===== src/rtl/ihp_sram_fabric_responder.sv =====
// Responder for fabric-initiated accesses to an IHP single-port SRAM macro.
// One request in flight; optional post-reset zero-fill sweep of the whole macro.
module ihp_sram_fabric_responder #(
  parameter int ADDR_W     = 9,
  parameter int DATA_W     = 32,
  parameter int INIT_CLEAR = 1
) (
  input  logic              UserCLK,
  input  logic              UserRST,
  input  logic              req_valid,
  output logic              req_ready,
  input  logic              req_we,
  input  logic [ADDR_W-1:0] req_addr,
  input  logic [DATA_W-1:0] req_wdata,
  input  logic [DATA_W-1:0] req_bmask,
  output logic              rsp_valid,
  input  logic              rsp_ready,
  output logic              rsp_we,
  output logic [DATA_W-1:0] rsp_rdata,
  output logic              init_busy,
  output logic              A_MEN,
  output logic              A_WEN,
  output logic              A_REN,
  output logic [ADDR_W-1:0] A_ADDR,
  output logic [DATA_W-1:0] A_DIN,
  output logic [DATA_W-1:0] A_BM,
  input  logic [DATA_W-1:0] A_DOUT
);

  typedef enum logic [2:0] {
    S_INIT,
    S_IDLE,
    S_ACCESS,
    S_CAPTURE,
    S_RESP
  } state_t;

  state_t            state_q, state_d;
  logic [ADDR_W:0]   cnt_q, cnt_d;
  logic              we_q, we_d;
  logic              req_ready_q, req_ready_d;
  logic              rsp_valid_q, rsp_valid_d;
  logic              rsp_we_q, rsp_we_d;
  logic [DATA_W-1:0] rsp_rdata_q, rsp_rdata_d;
  logic              init_busy_q, init_busy_d;
  logic              a_men_q, a_men_d;
  logic              a_wen_q, a_wen_d;
  logic              a_ren_q, a_ren_d;
  logic [ADDR_W-1:0] a_addr_q, a_addr_d;
  logic [DATA_W-1:0] a_din_q, a_din_d;
  logic [DATA_W-1:0] a_bm_q, a_bm_d;

  // Outputs are registered with the value belonging to the state being entered,
  // so each state's pin pattern is visible for exactly the cycle spent in it.
  always_comb begin
    state_d     = state_q;
    cnt_d       = cnt_q;
    we_d        = we_q;
    req_ready_d = req_ready_q;
    rsp_valid_d = rsp_valid_q;
    rsp_we_d    = rsp_we_q;
    rsp_rdata_d = rsp_rdata_q;
    init_busy_d = init_busy_q;
    a_men_d     = 1'b0;
    a_wen_d     = 1'b0;
    a_ren_d     = 1'b0;
    a_addr_d    = '0;
    a_din_d     = '0;
    a_bm_d      = '0;

    unique case (state_q)
      S_INIT: begin
        if (cnt_q[ADDR_W]) begin
          state_d     = S_IDLE;
          init_busy_d = 1'b0;
          req_ready_d = 1'b1;
        end else begin
          a_men_d  = 1'b1;
          a_wen_d  = 1'b1;
          a_bm_d   = '1;
          a_addr_d = cnt_q[ADDR_W-1:0];
          cnt_d    = cnt_q + 1'b1;
        end
      end
      S_IDLE: begin
        req_ready_d = 1'b1;
        if (req_valid && req_ready_q) begin
          state_d     = S_ACCESS;
          req_ready_d = 1'b0;
          we_d        = req_we;
          a_men_d     = 1'b1;
          a_wen_d     = req_we;
          a_ren_d     = !req_we;
          a_addr_d    = req_addr;
          if (req_we) begin
            a_din_d = req_wdata;
            a_bm_d  = req_bmask;
          end
        end
      end
      S_ACCESS: begin
        if (we_q) begin
          state_d     = S_RESP;
          rsp_valid_d = 1'b1;
          rsp_we_d    = 1'b1;
          rsp_rdata_d = '0;
        end else begin
          state_d = S_CAPTURE;
        end
      end
      S_CAPTURE: begin
        // Macro read edge was the one entering this state; A_DOUT is valid now.
        state_d     = S_RESP;
        rsp_valid_d = 1'b1;
        rsp_we_d    = 1'b0;
        rsp_rdata_d = A_DOUT;
      end
      S_RESP: begin
        if (rsp_ready) begin
          state_d     = S_IDLE;
          rsp_valid_d = 1'b0;
          req_ready_d = 1'b1;
        end
      end
      default: begin
        state_d = S_IDLE;
      end
    endcase
  end

  always_ff @(posedge UserCLK) begin
    if (UserRST) begin
      state_q     <= (INIT_CLEAR != 0) ? S_INIT : S_IDLE;
      cnt_q       <= '0;
      we_q        <= 1'b0;
      req_ready_q <= 1'b0;
      rsp_valid_q <= 1'b0;
      rsp_we_q    <= 1'b0;
      rsp_rdata_q <= '0;
      init_busy_q <= (INIT_CLEAR != 0);
      a_men_q     <= 1'b0;
      a_wen_q     <= 1'b0;
      a_ren_q     <= 1'b0;
      a_addr_q    <= '0;
      a_din_q     <= '0;
      a_bm_q      <= '0;
    end else begin
      state_q     <= state_d;
      cnt_q       <= cnt_d;
      we_q        <= we_d;
      req_ready_q <= req_ready_d;
      rsp_valid_q <= rsp_valid_d;
      rsp_we_q    <= rsp_we_d;
      rsp_rdata_q <= rsp_rdata_d;
      init_busy_q <= init_busy_d;
      a_men_q     <= a_men_d;
      a_wen_q     <= a_wen_d;
      a_ren_q     <= a_ren_d;
      a_addr_q    <= a_addr_d;
      a_din_q     <= a_din_d;
      a_bm_q      <= a_bm_d;
    end
  end

  assign req_ready = req_ready_q;
  assign rsp_valid = rsp_valid_q;
  assign rsp_we    = rsp_we_q;
  assign rsp_rdata = rsp_rdata_q;
  assign init_busy = init_busy_q;
  assign A_MEN     = a_men_q;
  assign A_WEN     = a_wen_q;
  assign A_REN     = a_ren_q;
  assign A_ADDR    = a_addr_q;
  assign A_DIN     = a_din_q;
  assign A_BM      = a_bm_q;

endmodule


===== config.mk =====
export PLATFORM = sky130hd
export DESIGN_NAME = ihp_sram_fabric_responder
export DESIGN_NICKNAME = d
export VERILOG_FILES = /design/src/rtl/ihp_sram_fabric_responder.sv
export SDC_FILE = /design/constraint.sdc
export NUM_CORES = 1
export LEC_CHECK = 0
export ABC_AREA = 1
export BUFFER_PORTS_ARGS = -buffer_cell sky130_fd_sc_hd__clkbuf_2
export CAP_MARGIN = 20
export CORE_ASPECT_RATIO = 0.8
export CORE_MARGIN = 2
export CORE_UTILIZATION = 48
export DETAILED_ROUTE_END_ITERATION = 10
export PLACE_DENSITY = 0.86
export SLEW_MARGIN = 20
export SYNTH_ARGS = -nofsm -noshare
export SYNTH_HDL_FRONTEND = slang
export SYNTH_SLANG_ARGS = --single-unit

===== constraint.sdc =====
create_clock -name UserCLK -period 2.2 [get_ports UserCLK]
set_input_delay 0.33 -clock UserCLK [delete_from_list [all_inputs] [get_ports UserCLK]]
set_output_delay 0.33 -clock UserCLK [all_outputs]
set_load 0.03 [all_outputs]

==> summary.txt <==
STA
  – Tmin final: 1.63 ns
  – FMAX: 0.613 GHz
  – Fin Clk Skew: 0.00813 ns
  – Fin Hold WS: 0.0213 ns
  – Setup TNS: 0 ns
  – Final worst path period share: 0.741
  – Slew @ Worst Pin: 0.834 ns
  – Fin. Hold Viols: 0
  – RSZ-0062 raised after global routing: no
  – Max-slew violations: 0
  – Worst Setup Slack, final: 0.570 ns
  – Final setup violating endpoints: 0
  – Max-Slew Margin vs Limit: 0.444

Die
  – IO Count: 222
  – Die area: 9730 um2
  – Die Y-Extent: 88.6 um
  – Die width: 110 um
  – Initial core utilization: 0.500
  – Core Region: 8600 um2
  – Num rows: 30

Placed design
  – DP HPWL: 7690 um
  – Routability cong.: 0.808
  – Port bufs: 221
  – Worst slack, placed: 0.574 ns

Synthesis
  – Synth area leader: dfxtp_1
  – Yosys reg bits: 126
  – Top cell type's share of synthesized area: 0.587
  – Asr flop ratio synth: 0
  – Mapped cell area: 4300 um2
  – Library cells used by synthesis: 25
  – Synth top area cells: dfxtp_1 59%, a21oi_1 9.7%, nand2_1 9.3%, nand4_1 5.0%, nor2_1 4.4%
  – Post-synth top cells: 126 x dfxtp_1, 106 x nand2_1, 83 x a21oi_1
  – Syn Nets: 630
  – Most common cell in the netlist: dfxtp_1
  – Post-synthesis cell count: 519
  – Register area share after synthesis: 0.587
  – Syn Area/Cell: 8.28 um2
  – Synth warn: 0
  – Post-synth top flop: dfxtp_1
  – Number of synthesized flops with an enable pin: 0

Power and ir drop
  – Flop pwr share: 0.432
  – Pwr Total: 5.42 mW
  – Internal power: 4.23 mW
  – Clock network power share: 0.514
  – Leak: 2.92 nW
  – Worst vdd ir: 775 uV
  – Sw Share: 0.220
  – Pwr/cell area: 891 nW/um2
  – Combinational power share: 0.054
  – Switching power: 1.19 mW

GRT
  – Largest net degree at the start of global routing: 84
  – First-pass GRT wire length: 17700 um
  – GRT overflow: 0
  – Vias in the first global route: 3941
  – Initial antenna violation count: 0
  – Gr usage total: 0.233

Clock tree
  – CTS tree: built
  – Cts bufs inserted: 17
  – Sink Count: 126
  – Skew-Pair Late Insertion Delay: 0.50 ns
  – CTS root buffer: clkbuf_8
  – Clk slew on worst S/H paths: 0.06 ns
  – Post-CTS Resized: 0
  – Clk buf depth: 2
  – H-tree Lvls: 4

Route
  – First-pass DRT Iterations: 4
  – Initial drt markers: 321
  – Routed WL: 11400 um
  – Via count: 4208
  – DRC Markers: 0
  – Final ANT Viol Nets: 0
  – WL/cell: 13.3 um
  – Vias per inst: 4.90

Finish
  – Diode count: 0
  – Sequential cell area: 2520 um2
  – Layout cell share with drive strength beyond 1: 0.361
  – Nets: 845
  – Layout area overhead: 41.6%
  – Multi-input gate area: 1430 um2
  – Fillers: 652
  – Final Util: 0.708

Worst hold path
  – Hold path depth: 3
  – Hold WC Path Type: in -> reg

Critical path
  – Delay of the slowest critical-path stage: 0.38 ns
  – Worst-path cell chain: nor2_1 -> nand2_1 -> nor2_2 -> buf_4 -> nand3_2 -> buf_4 -> nor2_1
  – Critical path depth in cells: 7
  – Worst Path Required: 2.63 ns
  – R2R depth: 7
  – Crit-path leading delay family: simple AND/OR/NAND/NOR gates
  – Crit path buf inv count: 2
  – Slowest CP cell: dfxtp_1
  – WP data arrival: 2.06 ns
  – WS Path Type: reg -> reg
  – Crit. End Element: register
  – Worst Path Max Fanout: 32
  – Worst setup SP type: register

Run status
  – Status: finished, final reports clean

Flow run
  – # Max-Cap Violations: 0
==> power by group through the flow <==
stage,Combinational [mW],Clock (mW),Sequential (mW)
global route,0.320,2.94,2.34
floorplan,0.0675,0,2.46
CTS,0.293,2.83,2.34
global placement,0.285,0,2.39
detailed placement,0.289,0,2.39
finish,0.295,2.78,2.34
==> layer usage <==
layer  up-vias  GRT usage  wire length, um  part of all wire
met2       188      0.401             5770              0.51
met5         -          0                0                 0
li1       2111          -                -                 -
met3        15     0.0854              894             0.078
met1      1894      0.270             4570              0.40
met4         0     0.0748              155             0.014
==> cell usage in the layout (no fill, tap or decap), types with 2 or more instances in the layout <==
master,netlist,layout
nor2_2,3,3
clkbuf_2,0,221
a21oi_1,83,83
clkbuf_16,0,16
nand2_1,106,106
dlygate4sd3_1,0,2
clkinv_2,0,3
nor3_1,5,5
clkinvlp_4,0,4
nand3_1,12,12
o21ai_0,3,3
inv_6,0,2
nor2_1,50,50
dfxtp_1,126,126
clkbuf_8,0,3
inv_1,49,49
bufinv_16,0,3
nand4_1,34,34
buf_4,4,7
inv_2,3,3
==> path summary, 6_finish.rpt <==
check | start | endpoint | slack, ns
worst min-delay path | req_wdata[3] | A_DIN[3]$_SDFF_PP0_ | 0.02
worst max-delay path | state_q[2]$_SDFFE_PP0P_ | A_DIN[12]$_SDFF_PP0_ | 0.57
worst max register to register | state_q[2]$_SDFFE_PP0P_ | A_DIN[12]$_SDFF_PP0_ | 0.57
worst min register to register | rsp_rdata[12]$_SDFFE_PP0P_ | rsp_rdata[12]$_SDFFE_PP0P_ | 0.46
==> metrics by stage <==
step,instances,cell area (um2)
final,859,6080
after floorplan,519,4300
after CTS,858,6070
after global routing,859,6080
after detailed placement,825,5460
after global placement,825,5460
==> flip-flops by register name (all words and copies together), names as in the netlist, 3 cells and up <==
name,count
rsp_rdata,32
A_BM,32
A_ADDR,9
state_q,3
A_DIN,32
cnt_q,10
==> logic make-up after synthesis <==
group | count (synthesis) | synth area share
and+or+nand+nor | 216 | 0.222
DFF | 126 | 0.587
AOI/OAI and AO/OA | 89 | 0.105
buffers and inverters | 87 | 0.0827
adders and majority gates | 1 | 0.00291
==> final cells by class <==
cell class | instances | share of cell area
well taps | 112 | 0.0230
clock inverters | 13 | 0.0265
clock buffers | 19 | 0.0726
inverters | 52 | 0.0321
multi-input cells | 306 | 0.234
repair buffers | 231 | 0.197
flip-flops and latches | 126 | 0.415
==> what timing repair did <==
action / in CTS / in global routing
buffers inserted: 0 / 0
hold buffers: 1 / 1
hold endpoints to repair: 1 / 1
==> worst reg2reg max path, stage by stage (launching register included) <==
cell,delay (ns)
dfxtp_1,0.38
nor2_1,0.20
nand2_1,0.15
nor2_2,0.13
buf_4,0.20
nand3_2,0.09
buf_4,0.26
nor2_1,0.15
Note: power is estimated with default switching activity, not from simulation.
